<file path="src/rtl/button_conditioner_pkg.sv">
// Shared types and helpers for the push-button conditioner.
package button_conditioner_pkg;

    // Per-channel debounce / auto-repeat states.
    typedef enum logic [2:0] {
        IDLE,
        PRESS_WAIT,
        HELD,
        REPEAT,
        RELEASE_WAIT
    } btn_state_t;

    // Counter width large enough to hold (max timing constant - 1).
    function automatic int unsigned cnt_width(input int unsigned a,
                                              input int unsigned b,
                                              input int unsigned c);
        int unsigned m;
        m = a;
        if (b > m) m = b;
        if (c > m) m = c;
        return (m < 2) ? 1 : $clog2(m);
    endfunction

endpackage

</file>
<file path="src/rtl/button_conditioner_channel.sv">
// One button channel: 2-FF synchroniser, debounce FSM and auto-repeat timer.
module button_channel
    import button_conditioner_pkg::*;
#(
    parameter int unsigned DEBOUNCE_CYCLES = 1000000,
    parameter int unsigned REPEAT_EN       = 1,
    parameter int unsigned REPEAT_DELAY    = 50000000,
    parameter int unsigned REPEAT_PERIOD   = 10000000,
    parameter int unsigned CNT_W           = 26
) (
    input  logic clk,
    input  logic rst,
    input  logic raw,
    output logic level,
    output logic press_pulse,
    output logic release_pulse
);

    localparam logic [CNT_W-1:0] DEB_LAST = CNT_W'(DEBOUNCE_CYCLES - 1);
    localparam logic [CNT_W-1:0] DLY_LAST = CNT_W'(REPEAT_DELAY - 1);
    localparam logic [CNT_W-1:0] PER_LAST = CNT_W'(REPEAT_PERIOD - 1);

    logic             s0;
    logic             s1;
    btn_state_t       state_q;
    btn_state_t       state_d;
    logic [CNT_W-1:0] cnt_q;
    logic [CNT_W-1:0] cnt_d;
    logic             level_d;
    logic             press_d;
    logic             release_d;

    // Two-stage synchroniser for the asynchronous raw input.
    always_ff @(posedge clk) begin
        if (rst) begin
            s0 <= 1'b0;
            s1 <= 1'b0;
        end else begin
            s0 <= raw;
            s1 <= s0;
        end
    end

    // State, counter and registered outputs.
    always_ff @(posedge clk) begin
        if (rst) begin
            state_q       <= IDLE;
            cnt_q         <= '0;
            level         <= 1'b0;
            press_pulse   <= 1'b0;
            release_pulse <= 1'b0;
        end else begin
            state_q       <= state_d;
            cnt_q         <= cnt_d;
            level         <= level_d;
            press_pulse   <= press_d;
            release_pulse <= release_d;
        end
    end

    // Next-state, counter and pulse decode acting on the synchronised input.
    always_comb begin
        state_d   = state_q;
        cnt_d     = cnt_q;
        level_d   = level;
        press_d   = 1'b0;
        release_d = 1'b0;
        unique case (state_q)
            IDLE: begin
                if (s1) begin
                    state_d = PRESS_WAIT;
                    cnt_d   = '0;
                end
            end
            PRESS_WAIT: begin
                if (!s1) begin
                    state_d = IDLE;
                end else if (cnt_q == DEB_LAST) begin
                    state_d = HELD;
                    cnt_d   = '0;
                    level_d = 1'b1;
                    press_d = 1'b1;
                end else begin
                    cnt_d = cnt_q + CNT_W'(1);
                end
            end
            HELD: begin
                if (!s1) begin
                    state_d = RELEASE_WAIT;
                    cnt_d   = '0;
                end else if (REPEAT_EN != 0 && cnt_q == DLY_LAST) begin
                    state_d = REPEAT;
                    cnt_d   = '0;
                    press_d = 1'b1;
                end else if (cnt_q != '1) begin
                    // Saturating so a long hold without repeat never wraps.
                    cnt_d = cnt_q + CNT_W'(1);
                end
            end
            REPEAT: begin
                if (!s1) begin
                    state_d = RELEASE_WAIT;
                    cnt_d   = '0;
                end else if (cnt_q == PER_LAST) begin
                    cnt_d   = '0;
                    press_d = 1'b1;
                end else begin
                    cnt_d = cnt_q + CNT_W'(1);
                end
            end
            RELEASE_WAIT: begin
                if (s1) begin
                    state_d = HELD;
                    cnt_d   = '0;
                end else if (cnt_q == DEB_LAST) begin
                    state_d   = IDLE;
                    level_d   = 1'b0;
                    release_d = 1'b1;
                end else begin
                    cnt_d = cnt_q + CNT_W'(1);
                end
            end
            default: begin
                state_d = IDLE;
                cnt_d   = '0;
                level_d = 1'b0;
            end
        endcase
    end

endmodule

</file>
<file path="src/rtl/button_conditioner.sv">
// Push-button front end: NUM_BTN independent debounced channels with auto-repeat.
module button_conditioner
    import button_conditioner_pkg::*;
#(
    parameter int unsigned NUM_BTN         = 2,
    parameter int unsigned DEBOUNCE_CYCLES = 1000000,
    parameter int unsigned REPEAT_EN       = 1,
    parameter int unsigned REPEAT_DELAY    = 50000000,
    parameter int unsigned REPEAT_PERIOD   = 10000000
) (
    input  logic               clk,
    input  logic               btnC,
    input  logic [NUM_BTN-1:0] btn_raw,
    output logic [NUM_BTN-1:0] btn_level,
    output logic [NUM_BTN-1:0] btn_press,
    output logic [NUM_BTN-1:0] btn_release
);

    localparam int unsigned CNT_W = cnt_width(DEBOUNCE_CYCLES, REPEAT_DELAY, REPEAT_PERIOD);

    // One self-contained channel per button.
    for (genvar i = 0; i < NUM_BTN; i++) begin : g_ch
        button_channel #(
            .DEBOUNCE_CYCLES (DEBOUNCE_CYCLES),
            .REPEAT_EN       (REPEAT_EN),
            .REPEAT_DELAY    (REPEAT_DELAY),
            .REPEAT_PERIOD   (REPEAT_PERIOD),
            .CNT_W           (CNT_W)
        ) u_ch (
            .clk           (clk),
            .rst           (btnC),
            .raw           (btn_raw[i]),
            .level         (btn_level[i]),
            .press_pulse   (btn_press[i]),
            .release_pulse (btn_release[i])
        );
    end

endmodule

</file>
<file path="config.mk">
export PLATFORM = sky130hd
export DESIGN_NAME = button_conditioner
export DESIGN_NICKNAME = d
export VERILOG_FILES = /design/src/rtl/button_conditioner_pkg.sv /design/src/rtl/button_conditioner_channel.sv /design/src/rtl/button_conditioner.sv
export SDC_FILE = /design/constraint.sdc
export NUM_CORES = 1
export LEC_CHECK = 0
export BUFFER_PORTS_ARGS = -buffer_cell sky130_fd_sc_hd__buf_2
export CAP_MARGIN = 10
export CORE_ASPECT_RATIO = 0.8
export CORE_MARGIN = 2
export CORE_UTILIZATION = 55
export CTS_CLUSTER_DIAMETER = 100
export DETAILED_ROUTE_END_ITERATION = 8
export PLACE_DENSITY = 0.76
export SETUP_SLACK_MARGIN = 0.1
export SLEW_MARGIN = 10
export SYNTH_ARGS = -nofsm -noshare
export SYNTH_HDL_FRONTEND = slang
export SYNTH_SLANG_ARGS = --single-unit
</file>
<file path="constraint.sdc">
create_clock -name clk -period 2.7 [get_ports clk]
set_input_delay 0.27 -clock clk [delete_from_list [all_inputs] [get_ports clk]]
set_output_delay 0.27 -clock clk [all_outputs]
set_load 0.005 [all_outputs]
</file>
==> metrics <==
status=completed; Mapped Nets=491; most numerous cell in the Yosys netlist=dfxtp_1; area leader, netlist=dfxtp_1; vias=3704; Inserted Clock Buffers=9; EDFF count, synth=0; n_diodes=0; LEAKAGE=1.35 nW; H-tree levels=3; Global Route Usage Sum=25.3%; Sink Count=68; Fin. Hold Viols=0; Worst EP arrival=2.77 ns; vias in the first global route=about 3300; slew margin rel.=about half; Final Slew Violations=0; nets@finish=492; first-pass GRT wire length=about 16000 um; Min Clock Period, post-route=2.53 ns; 1st-iter DRT viols=about 310; CTS max path bufs=2; CP Class=register to register; RSZ-0062 raised after global routing=true; input/output buffers=9; switching pwr=448 uW; Boundary Pins=10; critical path fanouts, max=32; Skew-Pair Late Insertion Delay=approximately 0.35 ns; power share of the clock group=45.0%; setup TNS=0 ns; CP Capture Type=register; core area=0.00686 mm2; Tcrit/Tclk final=93.7%; Commonest cells post-synth=68 x dfxtp_1, 49 x nor2_1, 35 x nand2_1; Comb pwr share=3.8%; sequential share of power=51.2%; Pwr per Cell Area=464 mW/mm2; DIE AREA=0.00774 mm2; total chip power=1.98 mW; worst min path class=input pin to register; fraction of layout cells with a size suffix above 1=12.5%; clk root buf=clkbuf_8; Ys Warns=0; Reg clk slew, reported paths=0.07 ns; Syn Std Cell Area=a little under 0.004 mm2; clock skew=0.00698 ns; CP max stage delay=roughly 0.60 ns; Synth top area share=35.1%; VDD IR max=0.215 mV; Detailed Place HPWL=6550 um; Gate Count Post-Synth=between 400 and 500; Post-Syn Area per Cell=8.03 um2; P_int=1.53 mW; count of cell types in the netlist=60; setup violators final=0; #FFs+latches synth=slightly below 70; # DRC=0; Multi-input gate area=approximately 0.0023 mm2; largest net degree at the start of global routing=33; die width=97.9 um; WL per Instance=approximately 16 um; dominant synthesized flop cell=dfxtp_1; Worst Setup SP=g_ch[1].u_ch.cnt_q[8]; cell chain of the critical path=or4_4 -> nor4b_4 -> or4b_4 -> o211ai_4 -> buf_12 -> mux2i_1 -> nor2_1; Hold Path Origin=btn_raw[0]; Fillers=575; GP Congestion=just over 0.9; asr flop ratio synth=0%; Worst R2R Start=g_ch[1].u_ch.cnt_q[8]; grt ovf=0; Routed Antenna Nets=0; antenna violations before repair=0; Worst Tran Pin Value=0.744 ns; sw frac=22.6%; register area share after synthesis=between 30% and 40%; Storage cell area=0.00136 mm2; initial core utilization=56.6%; TritonCTS clock tree=built; Routed WL=about 9500 um; Worst EP required=2.95 ns; Synth area leaders=dfxtp_1 35%, nor2_1 4.7%, xor2_1 4.3%; FMAX=0.395 GHz; first drt pass iteration count=5; Layout Area Growth over Synthesis=10.3%; Startpoint Class=register; Placement Rows=27; critical path's slowest cell=or4_4; vias per inst=about 6.4; max-cap viol count=0; DIE HEIGHT=79.1 um
==> sequential cells by signal, indices dropped and copies added (netlist names) <==
signal	cells
g_ch.u_ch.level	2
g_ch.u_ch.s1	2
g_ch.u_ch.release_pulse	2
g_ch.u_ch.s0	2
g_ch.u_ch.press_pulse	2
g_ch.u_ch.state_q	6
g_ch.u_ch.cnt_q	52
==> per-layer routing <==
layer | GRT usage (%) | vias up | routed length (um)
met3 | 5.72 | 11 | 812
met1 | 36.3 | 1724 | 4530
met5 | 0 | - | 0
met4 | 9.17 | 0 | 136
li1 | - | 1802 | -
met2 | 37.1 | 167 | 4000
==> layout make-up <==
cell class | instances | share of cell area, %
Clock buffer | 12 | 3.86
Clock inverter | 3 | 1.05
Inverter | 9 | 0.790
Multi-Input combinational cell | 369 | 54.8
Sequential cell | 68 | 31.8
Tap cell | 87 | 2.54
Timing Repair Buffer | 27 | 5.09
==> critical path, delay by kind of cell (launching register included) <==
kind                   cells  cell delay, ns
buffers and inverters      1            0.19
AO/OA/AOI/OAI              1            0.20
multiplexers               1            0.19
flip-flops                 1            0.35
AND/OR/NAND/NOR            4            1.49
==> power by group through the flow <==
stage / sequential [mW] / combinational (mW) / clock (mW)
after global routing: 1.02 / 0.0825 / 0.941
after detailed placement: 1.04 / 0.0745 / 0
after CTS: 1.01 / 0.0755 / 0.911
after floorplan: 1.04 / 0.0543 / 0
final: 1.01 / 0.0759 / 0.892
after global placement: 1.04 / 0.0725 / 0
==> placed cells by master, fill, tap and decap left out, types with 8 or more instances in the layout <==
| cell type | instances |
|---|---|
| a21oi_1 | 31 |
| and3_1 | 8 |
| and4_1 | 9 |
| buf_2 | 9 |
| buf_4 | 15 |
| clkbuf_8 | 12 |
| dfxtp_1 | 68 |
| inv_1 | 9 |
| nand2_1 | 35 |
| nand3_1 | 21 |
| nand4_1 | 23 |
| nor2_1 | 49 |
| nor3_1 | 14 |
| nor4_1 | 11 |
| o211ai_1 | 10 |
| o21ai_0 | 10 |
| o31ai_1 | 13 |
| or3_1 | 15 |
| or4_1 | 17 |
| xor2_1 | 19 |
==> worst paths after layout <==
kind                                               to  slack, ns  cells past startpoint
worst max-delay path            g_ch[1].u_ch.cnt_q[1]       0.17                      7
worst min-delay path                  g_ch[0].u_ch.s0       0.14                      2
worst max register to register  g_ch[1].u_ch.cnt_q[1]       0.17                      7
worst min register to register        g_ch[0].u_ch.s1       0.45                      1
==> kinds of logic after synthesis <==
family                   count (synthesis)  synth area share (%)
adder cells (fa/ha/maj)                  4                  1.29
multiplexers                             2                 0.516
AO/OA/AOI/OAI                           98                  17.1
XOR/XNOR                                23                  5.19
AND/OR/NAND/NOR                        242                  34.9
flip-flops                              68                  35.1
buffers and inverters                   46                  5.94
==> timing repair <==
| action | CTS | global route |
|---|---|---|
| gates resized for setup | 1 | 8 |
| setup endpoints to repair | 25 | 45 |
| hold buffers | 0 | 0 |
| cloned | 0 | 0 |
| pin swaps | 1 | 0 |
| buffers inserted | 1 | 0 |
| endpoints found under the hold margin | 0 | 0 |
==> stage by stage <==
stage,worst slack (ns),hold WS (ns),utilization (%),instances,instance area (um2)
floorplan,0.192,0.398,-,483,3880
global placement,0.170,0.425,58.4,559,4010
detailed placement,0.133,0.427,58.4,559,4010
CTS,0.128,0.132,61.7,575,4230
global route,0.0853,0.153,62.4,575,4280
finish,0.171,0.138,62.4,575,4280
Power figures use the tool's default switching activity.
